## src/rtl/mem_seq_pkg.sv

```systemverilog
// Shared types and helpers for the memory lane sequencer.
// misaligned() is only used when MEM_SEQ_LOAD_EXT_EN is defined.
package mem_seq_pkg;

    typedef enum logic [1:0] {
        IDLE      = 2'd0,
        ISSUE     = 2'd1,
        WAIT_DATA = 2'd2,
        DONE      = 2'd3
    } seq_state_t;

    localparam logic [1:0] MSIZE_B = 2'd0;
    localparam logic [1:0] MSIZE_H = 2'd1;
    localparam logic [1:0] MSIZE_W = 2'd2;

    // Index of the lowest set bit, or 8 when no bit is set (groups never exceed 8 lanes).
    function automatic int lowestSet(input logic [7:0] v);
        int idx;
        idx = 8;
        for (int i = 7; i >= 0; i--) begin
            if (v[i]) idx = i;
        end
        return idx;
    endfunction

    function automatic logic misaligned(input logic [1:0] size, input logic [1:0] offset);
        case (size)
            MSIZE_B: return 1'b0;
            MSIZE_H: return offset[0];
            MSIZE_W: return offset != 2'd0;
            default: return 1'b1;
        endcase
    endfunction

endpackage

```

## src/rtl/mem_lane_sequencer_if.sv

```systemverilog
// Group/bus signal bundle for mem_lane_sequencer. The slave modport is the sequencer;
// the master modport is its environment. lane_signed exists only with MEM_SEQ_LOAD_EXT_EN.
interface mem_lane_sequencer_if #(
    parameter int LANES = 2,
    parameter int AW    = 32,
    parameter int DW    = 32
);
    logic                   in_valid;
    logic                   in_ready;
    logic [LANES-1:0]       lane_req;
    logic [LANES-1:0]       lane_wr;
    logic [LANES-1:0]       lane_fault;
    logic [LANES*AW-1:0]    lane_addr;
    logic [LANES*2-1:0]     lane_size;
    logic [LANES*DW/8-1:0]  lane_strobe;
    logic [LANES*DW-1:0]    lane_wdata;
`ifdef MEM_SEQ_LOAD_EXT_EN
    logic [LANES-1:0]       lane_signed;
`endif
    logic                   flush;
    logic                   dreq_valid;
    logic [AW-1:0]          dreq_addr;
    logic [1:0]             dreq_size;
    logic [DW/8-1:0]        dreq_strobe;
    logic [DW-1:0]          dreq_data;
    logic                   dresp_addr_ok;
    logic                   dresp_data_ok;
    logic [DW-1:0]          dresp_data;
    logic                   out_valid;
    logic                   out_ready;
    logic [LANES*DW-1:0]    lane_rdata;
    logic [LANES-1:0]       lane_kill;
    logic                   exception_valid;

    modport slave (
        input  in_valid, lane_req, lane_wr, lane_fault, lane_addr, lane_size,
               lane_strobe, lane_wdata,
`ifdef MEM_SEQ_LOAD_EXT_EN
               lane_signed,
`endif
               flush, dresp_addr_ok, dresp_data_ok, dresp_data, out_ready,
        output in_ready, dreq_valid, dreq_addr, dreq_size, dreq_strobe, dreq_data,
               out_valid, lane_rdata, lane_kill, exception_valid
    );

    modport master (
        output in_valid, lane_req, lane_wr, lane_fault, lane_addr, lane_size,
               lane_strobe, lane_wdata,
`ifdef MEM_SEQ_LOAD_EXT_EN
               lane_signed,
`endif
               flush, dresp_addr_ok, dresp_data_ok, dresp_data, out_ready,
        input  in_ready, dreq_valid, dreq_addr, dreq_size, dreq_strobe, dreq_data,
               out_valid, lane_rdata, lane_kill, exception_valid
    );

endinterface

```

## src/rtl/mem_load_align.sv

```systemverilog
// Combinational load extraction: selects the addressed byte/half/word and sign- or zero-extends it.
// Instantiated by mem_lane_sequencer only when MEM_SEQ_LOAD_EXT_EN is defined.
module mem_load_align
    import mem_seq_pkg::*;
#(
    parameter int DW = 32
) (
    input  logic [1:0]    i_offset,
    input  logic [1:0]    i_size,
    input  logic          i_signed,
    input  logic [DW-1:0] i_data,
    output logic [DW-1:0] o_data
);
    logic [DW-1:0] w_shifted;

    assign w_shifted = i_data >> {i_offset, 3'b000};

    always_comb begin
        o_data = w_shifted;
        case (i_size)
            MSIZE_B: o_data = {{(DW-8){i_signed & w_shifted[7]}}, w_shifted[7:0]};
            MSIZE_H: o_data = {{(DW-16){i_signed & w_shifted[15]}}, w_shifted[15:0]};
            default: o_data = w_shifted;
        endcase
    end

endmodule

```

## src/rtl/mem_lane_sequencer.sv

```systemverilog
// Serialises one issue group of memory ops onto a single data bus in lane order, then hands results on.
// Define MEM_SEQ_LOAD_EXT_EN for load extraction/extension and misalignment faults.
module mem_lane_sequencer
    import mem_seq_pkg::*;
#(
    parameter int LANES = 2,
    parameter int AW    = 32,
    parameter int DW    = 32
) (
    input logic                  clk,
    input logic                  resetn,
    mem_lane_sequencer_if.slave  bus
);
    localparam int SW = DW / 8;
    localparam int PW = (LANES > 1) ? $clog2(LANES) : 1;

    seq_state_t r_state, w_nextState;

    logic [LANES-1:0] r_pending, r_kill, r_wr;
    logic             r_flushed, r_exc;
    logic [AW-1:0]    r_addr   [LANES];
    logic [1:0]       r_size   [LANES];
    logic [SW-1:0]    r_strobe [LANES];
    logic [DW-1:0]    r_wdata  [LANES];
    logic [DW-1:0]    r_rdata  [LANES];
`ifdef MEM_SEQ_LOAD_EXT_EN
    logic [LANES-1:0] r_signed;
`endif

    logic [LANES-1:0] w_fault, w_capKill, w_capPending, w_pendingAfter;
    logic [PW-1:0]    w_ptr;
    logic             w_capture, w_flushNow, w_complete, w_dropData;
    logic [DW-1:0]    w_loadData;

    always_comb begin
        w_fault = bus.lane_fault;
`ifdef MEM_SEQ_LOAD_EXT_EN
        for (int i = 0; i < LANES; i++) begin
            if (bus.lane_req[i] && misaligned(bus.lane_size[2*i +: 2], bus.lane_addr[i*AW +: 2]))
                w_fault[i] = 1'b1;
        end
`endif
    end

    // Lanes younger than the first fault are squashed; the faulting lane itself is only suppressed.
    always_comb begin
        w_capKill = '0;
        for (int i = 0; i < LANES; i++) begin
            w_capKill[i] = bus.flush || (i > lowestSet(8'(w_fault)));
        end
        w_capPending = bus.lane_req & ~w_capKill & ~w_fault;
    end

    assign w_ptr        = PW'(lowestSet(8'(r_pending)));
    assign bus.in_ready = (r_state == IDLE) || ((r_state == DONE) && bus.out_ready);
    assign w_capture    = bus.in_valid && bus.in_ready;
    assign w_flushNow   = bus.flush && ((r_state == ISSUE) || (r_state == WAIT_DATA));
    assign w_complete   = ((r_state == ISSUE) && bus.dresp_addr_ok && bus.dresp_data_ok) ||
                          ((r_state == WAIT_DATA) && bus.dresp_data_ok);
    assign w_dropData   = r_flushed || bus.flush;

    always_comb begin
        w_pendingAfter        = r_pending;
        w_pendingAfter[w_ptr] = 1'b0;
    end

`ifdef MEM_SEQ_LOAD_EXT_EN
    mem_load_align #(.DW(DW)) u_align (
        .i_offset (r_addr[w_ptr][1:0]),
        .i_size   (r_size[w_ptr]),
        .i_signed (r_signed[w_ptr]),
        .i_data   (bus.dresp_data),
        .o_data   (w_loadData)
    );
`else
    assign w_loadData = bus.dresp_data;
`endif

    always_ff @(posedge clk) begin
        if (!resetn) r_state <= IDLE;
        else         r_state <= w_nextState;
    end

    // A flush never withdraws an accepted request; it only stops the lanes behind it.
    always_comb begin
        w_nextState     = r_state;
        bus.dreq_valid  = 1'b0;
        bus.dreq_addr   = '0;
        bus.dreq_size   = '0;
        bus.dreq_strobe = '0;
        bus.dreq_data   = '0;
        bus.out_valid   = 1'b0;
        case (r_state)
            IDLE: begin
                if (w_capture) w_nextState = (|w_capPending) ? ISSUE : DONE;
            end
            ISSUE: begin
                bus.dreq_valid  = 1'b1;
                bus.dreq_addr   = r_addr[w_ptr];
                bus.dreq_size   = r_size[w_ptr];
                bus.dreq_strobe = r_strobe[w_ptr];
                bus.dreq_data   = r_wdata[w_ptr];
                if (bus.dresp_addr_ok) begin
                    if (bus.dresp_data_ok)
                        w_nextState = (w_dropData || (w_pendingAfter == '0)) ? DONE : ISSUE;
                    else
                        w_nextState = WAIT_DATA;
                end
            end
            WAIT_DATA: begin
                if (bus.dresp_data_ok)
                    w_nextState = (w_dropData || (w_pendingAfter == '0)) ? DONE : ISSUE;
            end
            DONE: begin
                bus.out_valid = 1'b1;
                if (w_capture)          w_nextState = (|w_capPending) ? ISSUE : DONE;
                else if (bus.out_ready) w_nextState = IDLE;
            end
            default: w_nextState = IDLE;
        endcase
    end

    always_ff @(posedge clk) begin
        if (!resetn) begin
            r_pending <= '0;
            r_kill    <= '0;
            r_wr      <= '0;
            r_flushed <= 1'b0;
            r_exc     <= 1'b0;
`ifdef MEM_SEQ_LOAD_EXT_EN
            r_signed  <= '0;
`endif
            for (int i = 0; i < LANES; i++) begin
                r_addr[i]   <= '0;
                r_size[i]   <= '0;
                r_strobe[i] <= '0;
                r_wdata[i]  <= '0;
                r_rdata[i]  <= '0;
            end
        end else if (w_capture) begin
            r_pending <= w_capPending;
            r_kill    <= w_capKill;
            r_wr      <= bus.lane_wr;
            r_flushed <= 1'b0;
            r_exc     <= |w_fault;
`ifdef MEM_SEQ_LOAD_EXT_EN
            r_signed  <= bus.lane_signed;
`endif
            for (int i = 0; i < LANES; i++) begin
                r_addr[i]   <= bus.lane_addr[i*AW +: AW];
                r_size[i]   <= bus.lane_size[2*i +: 2];
                r_strobe[i] <= bus.lane_strobe[i*SW +: SW];
                r_wdata[i]  <= bus.lane_wdata[i*DW +: DW];
                r_rdata[i]  <= '0;
            end
        end else begin
            if (w_flushNow) begin
                r_kill    <= r_kill | r_pending;
                r_flushed <= 1'b1;
            end
            if (w_complete) begin
                r_pending[w_ptr] <= 1'b0;
                if (!r_wr[w_ptr] && !w_dropData) r_rdata[w_ptr] <= w_loadData;
            end
        end
    end

    always_comb begin
        bus.lane_rdata = '0;
        for (int i = 0; i < LANES; i++) begin
            bus.lane_rdata[i*DW +: DW] = r_rdata[i];
        end
    end

    assign bus.lane_kill       = r_kill;
    assign bus.exception_valid = r_exc;

endmodule
```

## src/flat_wrapper.sv

```systemverilog
// flat-port wrapper written by rule: the top's interface ports become plain ports
module mem_lane_sequencer_flat import mem_seq_pkg::*;
#(
    parameter int LANES = 2,
    parameter int AW    = 32,
    parameter int DW    = 32
)
  (clk, resetn, bus_in_valid, bus_lane_req, bus_lane_wr, bus_lane_fault, bus_lane_addr, bus_lane_size, bus_lane_strobe, bus_lane_wdata, bus_flush, bus_dresp_addr_ok, bus_dresp_data_ok, bus_dresp_data, bus_out_ready, bus_in_ready, bus_dreq_valid, bus_dreq_addr, bus_dreq_size, bus_dreq_strobe, bus_dreq_data, bus_out_valid, bus_lane_rdata, bus_lane_kill, bus_exception_valid);
  mem_lane_sequencer_if #(.LANES(LANES), .AW(AW), .DW(DW)) bus_i ();
  input logic clk;
  input logic resetn;
  input wire logic [$bits(bus_i.in_valid)-1:0] bus_in_valid;
  input wire logic [$bits(bus_i.lane_req)-1:0] bus_lane_req;
  input wire logic [$bits(bus_i.lane_wr)-1:0] bus_lane_wr;
  input wire logic [$bits(bus_i.lane_fault)-1:0] bus_lane_fault;
  input wire logic [$bits(bus_i.lane_addr)-1:0] bus_lane_addr;
  input wire logic [$bits(bus_i.lane_size)-1:0] bus_lane_size;
  input wire logic [$bits(bus_i.lane_strobe)-1:0] bus_lane_strobe;
  input wire logic [$bits(bus_i.lane_wdata)-1:0] bus_lane_wdata;
  input wire logic [$bits(bus_i.flush)-1:0] bus_flush;
  input wire logic [$bits(bus_i.dresp_addr_ok)-1:0] bus_dresp_addr_ok;
  input wire logic [$bits(bus_i.dresp_data_ok)-1:0] bus_dresp_data_ok;
  input wire logic [$bits(bus_i.dresp_data)-1:0] bus_dresp_data;
  input wire logic [$bits(bus_i.out_ready)-1:0] bus_out_ready;
  output wire logic [$bits(bus_i.in_ready)-1:0] bus_in_ready;
  output wire logic [$bits(bus_i.dreq_valid)-1:0] bus_dreq_valid;
  output wire logic [$bits(bus_i.dreq_addr)-1:0] bus_dreq_addr;
  output wire logic [$bits(bus_i.dreq_size)-1:0] bus_dreq_size;
  output wire logic [$bits(bus_i.dreq_strobe)-1:0] bus_dreq_strobe;
  output wire logic [$bits(bus_i.dreq_data)-1:0] bus_dreq_data;
  output wire logic [$bits(bus_i.out_valid)-1:0] bus_out_valid;
  output wire logic [$bits(bus_i.lane_rdata)-1:0] bus_lane_rdata;
  output wire logic [$bits(bus_i.lane_kill)-1:0] bus_lane_kill;
  output wire logic [$bits(bus_i.exception_valid)-1:0] bus_exception_valid;
  assign bus_i.in_valid = bus_in_valid;
  assign bus_i.lane_req = bus_lane_req;
  assign bus_i.lane_wr = bus_lane_wr;
  assign bus_i.lane_fault = bus_lane_fault;
  assign bus_i.lane_addr = bus_lane_addr;
  assign bus_i.lane_size = bus_lane_size;
  assign bus_i.lane_strobe = bus_lane_strobe;
  assign bus_i.lane_wdata = bus_lane_wdata;
  assign bus_i.flush = bus_flush;
  assign bus_i.dresp_addr_ok = bus_dresp_addr_ok;
  assign bus_i.dresp_data_ok = bus_dresp_data_ok;
  assign bus_i.dresp_data = bus_dresp_data;
  assign bus_i.out_ready = bus_out_ready;
  assign bus_in_ready = bus_i.in_ready;
  assign bus_dreq_valid = bus_i.dreq_valid;
  assign bus_dreq_addr = bus_i.dreq_addr;
  assign bus_dreq_size = bus_i.dreq_size;
  assign bus_dreq_strobe = bus_i.dreq_strobe;
  assign bus_dreq_data = bus_i.dreq_data;
  assign bus_out_valid = bus_i.out_valid;
  assign bus_lane_rdata = bus_i.lane_rdata;
  assign bus_lane_kill = bus_i.lane_kill;
  assign bus_exception_valid = bus_i.exception_valid;
  mem_lane_sequencer #(.LANES(LANES), .AW(AW), .DW(DW)) u_core (.clk(clk), .resetn(resetn), .bus(bus_i));
endmodule
```

## config.mk

```make
export PLATFORM = sky130hd
export DESIGN_NAME = mem_lane_sequencer_flat
export DESIGN_NICKNAME = d
export VERILOG_FILES = /design/src/rtl/mem_seq_pkg.sv /design/src/rtl/mem_lane_sequencer_if.sv /design/src/rtl/mem_load_align.sv /design/src/rtl/mem_lane_sequencer.sv /design/src/flat_wrapper.sv
export SDC_FILE = /design/constraint.sdc
export NUM_CORES = 1
export LEC_CHECK = 0
export ABC_CLOCK_PERIOD_IN_PS = 4300
export CAP_MARGIN = 20
export CORE_MARGIN = 5
export CORE_UTILIZATION = 46
export CTS_CLUSTER_DIAMETER = 40
export DETAILED_ROUTE_END_ITERATION = 16
export MAX_ROUTING_LAYER = met4
export PLACE_DENSITY = 0.79
export SLEW_MARGIN = 20
export SYNTH_ARGS = -nofsm -noshare
export SYNTH_HDL_FRONTEND = slang
export SYNTH_HIERARCHICAL = 1
export SYNTH_SLANG_ARGS = --single-unit
```

## constraint.sdc

```tcl
create_clock -name clk -period 4.3 [get_ports clk]
set_clock_uncertainty 0.2 [all_clocks]
set_input_delay 0.645 -clock clk [delete_from_list [all_inputs] [get_ports clk]]
set_output_delay 0.645 -clock clk [all_outputs]
set_load 0.1 [all_outputs]
```

---- After elaboration in Yosys (flattened, before gate mapping) ----
Memory sizes are Yosys's and may differ from the RTL's.
Cells that the tools add are included.
storage, ports and cells
  flip-flop bits (word level) ............. 10
  RAM bits ................................ 204
  bits of input ports ..................... 185
  output and inout port bits .............. 140
  logic and storage cells ................. 115
  memories kept ........................... 5
operators by class
  $lt $le $gt $ge ......................... 4
  equality and inequality tests ........... 7
  multiplexer cells ....................... 49
  bitwise gates (word level) .............. 18
  reductions and logical operators ........ 26
memories
  name             depth  bits a word  read ports  clocked after Yosys merged registers in  wr ports  line                      text
  u_core.r_addr    2      32           1           0                                        2         mem_lane_sequencer.sv:21  logic [AW-1:0] r_addr [LANES];
  u_core.r_rdata   2      32           2           0                                        2         mem_lane_sequencer.sv:25  logic [DW-1:0] r_rdata [LANES];
  u_core.r_wdata   2      32           1           0                                        2         mem_lane_sequencer.sv:24  logic [DW-1:0] r_wdata [LANES];
  u_core.r_strobe  2      4            1           0                                        2         mem_lane_sequencer.sv:23  logic [SW-1:0] r_strobe [LANES];
  u_core.r_size    2      2            1           0                                        2         mem_lane_sequencer.sv:22  logic [1:0] r_size [LANES];
operators with widths
  cell                                                   number
  two-way mux 32 bit                                     9
  OR reduction 32 bit                                    1
  two-way mux 2 bit                                      15
  two-way mux 4 bit                                      5
  two-way mux 1 bit                                      18
  bitwise OR 1 bit                                       10
  > comparator 1 x 4 -> 1 bit, first input constant      2
  logical AND 1 bit                                      8
  one-hot mux 2 bit (4 select lines)                     1
  logical OR 1 bit                                       7
  bitwise AND 2 bit                                      3
  inverter 2 bit                                         3
  OR reduction 2 bit                                     3
  == test 2 bit, second input constant                   2
  zero test 2 bit                                        2
  inequality test 2 bit, second input constant           2
  AND reduction 4 bit                                    1
  nonzero test 2 bit                                     2
  inequality test 3 x 2 -> 1 bit, second input constant  1
  == test 2 x 1 -> 1 bit, second input constant          1
  zero test 1 bit                                        2
  < comparator 1 x 2 -> 1 bit, second input constant     1
  inequality test 2 x 1 -> 1 bit, second input constant  1
  bitwise OR 2 bit                                       1
  3 further kinds                                        3

---- Longest topological paths before layout ----
Gate-level depths: netlist of the first run.
  depth in word-level cells ............... 14
  mapped depth ............................ 9
  depth with buffers taken out ............ 8

---- Worst setup path before layout of the first run ----
Ideal clock, no wire load.
  path type ............................... reg-to-output
  start point ............................. register u_core.r_state[1]
  end point ............................... output port bus_dreq_addr[0]
  arrival time ............................ 3.993 ns
  data required time ...................... 3.455 ns
  path slack .............................. -0.538 ns
  stages on the path, launching flop included .. 6
  cells stage by stage .................... dfxtp_1 -> inv_1 -> ha_1 -> clkbuf_1 -> clkbuf_1 -> a21boi_0
on the way
  cells in the longest elaborated chain, start to end .. 2
RTL lines
  item                      line                      text
  start: declaration        mem_lane_sequencer.sv:17  seq_state_t r_state, w_nextState;
  start signal: assignment  mem_lane_sequencer.sv:81  else r_state <= w_nextState;
  == test 2 x 1 -> 1 bit    mem_lane_sequencer.sv:93  case (r_state)
  two-way mux 32 bit        mem_lane_sequencer.sv:93
  end: declaration          flat_wrapper.sv:27        output wire logic [$bits(bus_i.dreq_addr)-1:0] bus_dreq_addr;
No other way between the ends.

---- Worst setup path in the final report of the first run ----
  start point ............................. register u_core.r_pending[1]
  end point ............................... output port bus_dreq_addr[2]
on the way
  cells in the longest elaborated chain, start to end .. 4
RTL lines
  item                             line                       text
  start: declaration               mem_lane_sequencer.sv:19   logic [LANES-1:0] r_pending, r_kill, r_wr;
  start signal: assignment         mem_lane_sequencer.sv:141  r_pending <= w_capPending;
  two-way mux 1 bit (2 in series)  mem_seq_pkg.sv:21          if (v[i]) idx = i;
  memory read (2 x 32 bit)         -
  two-way mux 32 bit               mem_lane_sequencer.sv:93
No other way between the ends.

==> results.ini, run 1 <==
[run_status]
status = finished, final reports clean

[hold_path]
hold_class = flip-flop to flip-flop
worst_hold_startpoint = u_core/bus.exception_valid

[final_layout]
drive_gt1_share_pct = 13.2
final_nets = 1248
final_cell_mix = clkdlybuf4s50_1, and2_1, edfxtp_1
area_delta_synth_final_pct = 45.8
final_common_cell = clkdlybuf4s50_1
layoutNonFillerInstCount = 1352
finish.instance_area_sq_um = 13600

[die]
core.rowCount = 52
dieArea_sq_um = 23200
io_pins = 325
fp.coreArea_sq_um = 20100
chipHeight_microns = 152
initial_core_util_pct = 46.4
die_x_microns = 152

[worst_setup_path]
crit_start = u_core/r_pending[1]
reg2reg_from = u_core/r_state[0]
worstSetupPathType = flip-flop to primary output
startpoint_type = flip-flop
crit_end = bus_dreq_addr[2]
worstPathRequired_ns = 3.45
r2r-end = u_core/r_rdata[1][28]
r2r.worst_path.cells = 10
critPathMaxFanout = 48
r2r_slack_ns = 1.29
arrival_ns = 2.92
end_kind = primary output

[sta]
fmax_mhz = 266
finalCritPeriodShare_pct = 87.5
slew_headroom_pct = 30.4
setup_viol = 0
hold_violations = 0
drv_slew = 0
max_slew.worst_pin.slew_ns = 1.04
fin_crit_ns = 3.76
grt_setup_unrepaired = false

[placed_design]
place_congestion = 0.862
io_buffers = 324
dp.cells = 1296
placed_cell_area_sq_um = 12600
dp_hpwl_microns = 17100

[flow_run]
max_cap_violations = 0

[routing]
drtIter0Drc = 323
wl_per_cell_microns = 18.2
totalWireLength_microns = 24600
drtPass1Iterations = 4
antenna_left = 0
drc = 0
viasPerCell = 4.87
dr_total_vias = 6587

[yosys]
async_reset_ff_share_pct = 0
synth_area_sq_um = 9330
synth-seq-cells = 214
ys_types = 34
avgSynthCellArea_sq_um = 12.6
ys.warnings.count = 6
synthCells = 738
seq_area_frac_synth_pct = 67.8
synth-edff-count = 204
synth_ff_type = edfxtp_1
syn_nets = 928

[clocking]
clockBufferDepth = 3
cts.sinks = 214
clk_latency_ns = 0.52
ctsResizeCount = 0
path_clk_slew_ns = 0.05
cts_tree = built
cts_setup_buffers = 0
hold_buffers = 0
tritoncts.num_buffers = 30
h-tree-depth = 1
root_buffer = clkbuf_16

[global_routing]
antenna_found_initial = 1
grt_pass1_wl_microns = 37400
track_usage_pct = 20.9
grt-ovfl-total = 0
grt_max_degree = 86
grt_pass1_vias = 6835

[power]
vdd_drop_max_mv = 0.415
p_clk_share_pct = 26.8
power_leakage_uw = 0.00522
pwr-share-seq_pct = 34.7
power_switching_uw = 3610
powerDensity_nw_per_um2 = 641
switching_share_pct = 41.4
p_int_uw = 5100
combPwrFrac_pct = 38.5

worst min-delay path by stage:
stage,end,cells after the start
2_1_floorplan,u_core/r_flushed,2
3_3_place_gp,u_core/bus.lane_kill[0],2
3_5_place_dp,u_core/bus.exception_valid,2
4_1_cts,u_core/bus.lane_kill[0],2
5_1_grt,u_core/bus.exception_valid,2
6_report,u_core/bus.exception_valid,2
final cells by class:
cell class | count | area [sq um]
repair buffers | 334 | 3160
flip-flops and latches | 214 | 6330
well taps | 270 | 338
fillers | 1428 | 6500
clock inverters | 21 | 185
diodes | 1 | 2.50
multi-input cells | 473 | 2780
clock buffers | 34 | 787
inverters | 5 | 23.8
metal layers:
metal  share of wire [%]  vias to the layer above  wire, microns  global-route usage (%)
met3                  10                       48           2540                    7.38
li1                    -                     3162              -                       -
met1                  38                     3067           9460                    24.1
met2                  48                      310          11900                    34.8
met5                   0                        -              0                       -
met4                 2.8                        0            684                    6.08
worst max-delay path, stage by stage (launching register included):
cell,delay (ns)
dfxtp_1,0.41
nor2b_4,0.60
buf_4,0.59
nand2_1,0.13
a21boi_0,0.29
buf_4,0.35
stage by stage:
step	utilization [%]	setup slack, ns	setup TNS (ns)	power, uW	hold WS, ns
after global routing	67.7	0.328	0	9030	0.318
after detailed placement	62.8	0.934	0	6440	0.280
after CTS	67.6	0.464	0	8780	0.293
final	67.7	0.538	0	8710	0.284
after floorplan	-	-0.538	-37.67	5540	0.259
after global placement	62.8	0.944	0	6400	0.280
logic make-up (layout without fill, tap and decap cells):
group | Yosys count | after routing | share of synthesized area (%)
compound gates | 91 | 91 | 7.34
fa+ha+maj | 5 | 5 | 0.671
buf+inv | 51 | 394 | 2.59
flops | 214 | 214 | 67.8
other cells | 0 | 1 | 0
simple gates | 377 | 377 | 21.6
power by group through the flow:
stage | registers (uW) | clock network [uW] | logic [uW]
3_5_place_dp | 3060 | 0 | 3380
2_1_floorplan | 3960 | 0 | 1580
4_1_cts | 3020 | 2380 | 3390
5_1_grt | 3060 | 2480 | 3490
3_3_place_gp | 3040 | 0 | 3350
6_report | 3020 | 2340 | 3360
registers in the layout, summed over array words and instances, names as in the netlist:
name                        count
u_core/r_wdata                 64
u_core/r_size                   4
u_core/bus.lane_kill            2
u_core/r_state                  2
u_core/r_flushed                1
u_core/r_addr                  64
u_core/r_wr                     2
u_core/r_pending                2
u_core/r_rdata                 64
u_core/r_strobe                 8
u_core/bus.exception_valid      1
Yosys cell counts (3+ instances only):
cell / number / area share (%)
a21boi_0: 71 / 5.7
a21oi_1: 3 / 0.16
and2_1: 204 / 14
buf_1: 4 / 0.16
buf_6: 6 / 0.72
clkbuf_1: 34 / 1.4
dfxtp_1: 10 / 2.1
edfxtp_1: 204 / 66
ha_1: 5 / 0.67
inv_1: 3 / 0.12
nand2_1: 147 / 5.9
nand2b_1: 4 / 0.27
nand3_1: 5 / 0.27
nor2_1: 5 / 0.20
nor2b_1: 5 / 0.34
o21ai_0: 5 / 0.27
(Power assumes the default switching activity.)
==> run 2: changes to the inputs <==
--- a/config.mk
+++ b/config.mk
@@ -12,9 +12,10 @@
 export CTS_CLUSTER_DIAMETER = 40
 export DETAILED_ROUTE_END_ITERATION = 16
 export MAX_ROUTING_LAYER = met4
-export PLACE_DENSITY = 0.79
+export PLACE_DENSITY = 0.81
 export SLEW_MARGIN = 20
 export SYNTH_ARGS = -nofsm -noshare
 export SYNTH_HDL_FRONTEND = slang
 export SYNTH_HIERARCHICAL = 1
 export SYNTH_SLANG_ARGS = --single-unit
+export TNS_END_PERCENT = 30
==> results.ini, run 2 (synthesized netlist as in run 1, its figures left out) <==
[die]
core.rowCount = 52  ; unchanged
chipHeight_microns = 152  ; unchanged
io_pins = 325  ; unchanged
dieArea_sq_um = 23200  ; unchanged
fp.coreArea_sq_um = 20100  ; unchanged
initial_core_util_pct = 46.4  ; unchanged
die_x_microns = 152  ; unchanged

[routing]
totalWireLength_microns = 24400  ; was 24,600 microns
viasPerCell = 4.89  ; was 4.87
antenna_left = 0  ; unchanged
drtIter0Drc = 377  ; was 323
dr_total_vias = 6595  ; was 6,587
wl_per_cell_microns = 18.1  ; was 18.2 microns
drtPass1Iterations = 5  ; was 4
drc = 0  ; unchanged

[worst_setup_path]
worstPathCellList = nand2b_2 > buf_12 > nand2_1 > a21boi_0 > buf_4  ; was nor2b_4 > buf_4 > nand2_1 > a21boi_0 > buf_4
worstPathRequired_ns = 3.45  ; about the same
startpoint_type = flip-flop  ; unchanged
worstSetupPathType = flip-flop to primary output  ; unchanged
arrival_ns = 2.73  ; was 2.92 ns
cp_slowest_stage_delay_ns = 0.69  ; was 0.60 ns
critPathSlowestCell = nand2b_2  ; was nor2b_4
critPathMaxFanout = 39  ; was 48
end_kind = primary output  ; unchanged

[global_routing]
track_usage_pct = 20.9  ; about the same
grt_pass1_wl_microns = 37300  ; was 37,400 microns
antenna_found_initial = 0  ; was 1
grt_max_degree = 83  ; was 86
grt_pass1_vias = 6770  ; was 6,835
grt-ovfl-total = 0  ; unchanged

[placed_design]
dp_hpwl_microns = 17300  ; was 17,100 microns
place_congestion = 0.890  ; was 0.862
io_buffers = 324  ; unchanged

[final_layout]
reg_top3 = u_core/r_addr (64), u_core/r_rdata (64), u_core/r_wdata (64)  ; unchanged
drive_gt1_share_pct = 13.3  ; was 13.2%
antenna_cells = 0  ; was 1
final_cell_mix = clkdlybuf4s50_1, and2_1, edfxtp_1  ; unchanged
num-fill-cells = 1443  ; was 1,428
area_delta_synth_final_pct = 45.4  ; was 45.8%
multi_input_area_sq_um = 2780  ; unchanged
seq_area_sq_um = 6330  ; unchanged
fin_util_pct = 67.5  ; was 67.7%
final_nets = 1249  ; was 1,248
final_common_cell = clkdlybuf4s50_1  ; unchanged

[sta]
finalCritPeriodShare_pct = 83.2  ; was 87.5%
setup_viol = 0  ; unchanged
holdWs_ns = 0.268  ; was 0.284 ns
slew_headroom_pct = 30.9  ; was 30.4%
grt_setup_unrepaired = false  ; unchanged
fin_crit_ns = 3.58  ; was 3.76 ns
hold_violations = 0  ; unchanged
drv_slew = 0  ; unchanged
max_slew.worst_pin.slew_ns = 1.03  ; was 1.04 ns
fmax_mhz = 280  ; was 266 MHz

[clocking]
cts.sinks = 214  ; unchanged
hold_buffers = 0  ; unchanged
root_buffer = clkbuf_16  ; unchanged
path_clk_slew_ns = 0.06  ; was 0.05 ns
h-tree-depth = 1  ; unchanged
ctsResizeCount = 0  ; unchanged
cts_tree = built  ; unchanged
cts_setup_buffers = 0  ; unchanged
clockBufferDepth = 3  ; unchanged
clk_latency_ns = 0.52  ; about the same
tritoncts.num_buffers = 29  ; was 30

[run_status]
status = finished, final reports clean  ; unchanged

[power]
vdd_drop_max_mv = 0.448  ; was 0.415 mV
power_leakage_uw = 0.00521  ; was 0.00522 uW
powerDensity_nw_per_um2 = 634  ; was 641 nW/um^2

[hold_path]
hold_class = flip-flop to flip-flop  ; unchanged

[flow_run]
max_cap_violations = 0  ; unchanged

-- run 2: per-stage QoR --
stage               TNS (ns)  worst slack (ns)  cells  area, sq um  total power [uW]
floorplan             -48.86            -0.538    738         9330              5540
global placement           0             0.837   1298        12600              6390
detailed placement         0             0.770   1298        12600              6440
CTS                        0             0.669   1350        13600              8680
global route               0             0.600   1350        13600              8920
finish                     0             0.724   1350        13600              8600
-- run 2: worst paths after layout --
| check | startpoint | to | slack [ns] | depth (start not counted) |
|---|---|---|---|---|
| max reg2reg | u_core/r_state[0] | u_core/r_rdata[1][17] | 1.15 | 10 |
| max | u_core/r_pending[0] | bus_dreq_data[16] | 0.72 | 5 |
| min reg2reg | u_core/bus.exception_valid | u_core/bus.exception_valid | 0.27 | 2 |
| min | u_core/bus.exception_valid | u_core/bus.exception_valid | 0.27 | 2 |
-- run 2: cell type report --
cell class                      count  share of cell area [%]
Clock inverter                     23                    1.44
Multi-Input combinational cell    473                    20.5
Sequential cell                   214                    46.6
Tap cell                          270                    2.49
Timing Repair Buffer              336                    23.4
Inverter                            5                   0.175
Clock buffer                       29                    5.35
-- run 2: where the power goes --
group	total, uW	internal [uW]	switching [uW]
Combinational	3360	790	2570
Clock	2220	1320	900
Sequential	3030	2870	155
Total	8600	4980	3620
-- run 2: worst max-delay path, delay by kind of cell, from the launching register on --
family | cells | cell delay (ns)
AOI/OAI and AO/OA | 1 | 0.29
buffers and inverters | 2 | 0.67
DFF | 1 | 0.46
and+or+nand+nor | 2 | 0.77
-- run 2: metal layers --
layer  routed length [microns]  share of wire (%)  vias up  GRT usage [%]
li1                          -                  -     3168              -
met1                      9270                 38     3081           24.2
met2                     11900                 49      307           34.3
met3                      2660                 11       39           7.70
met4                       604                2.5        0           6.04
met5                         0                  0        -              -
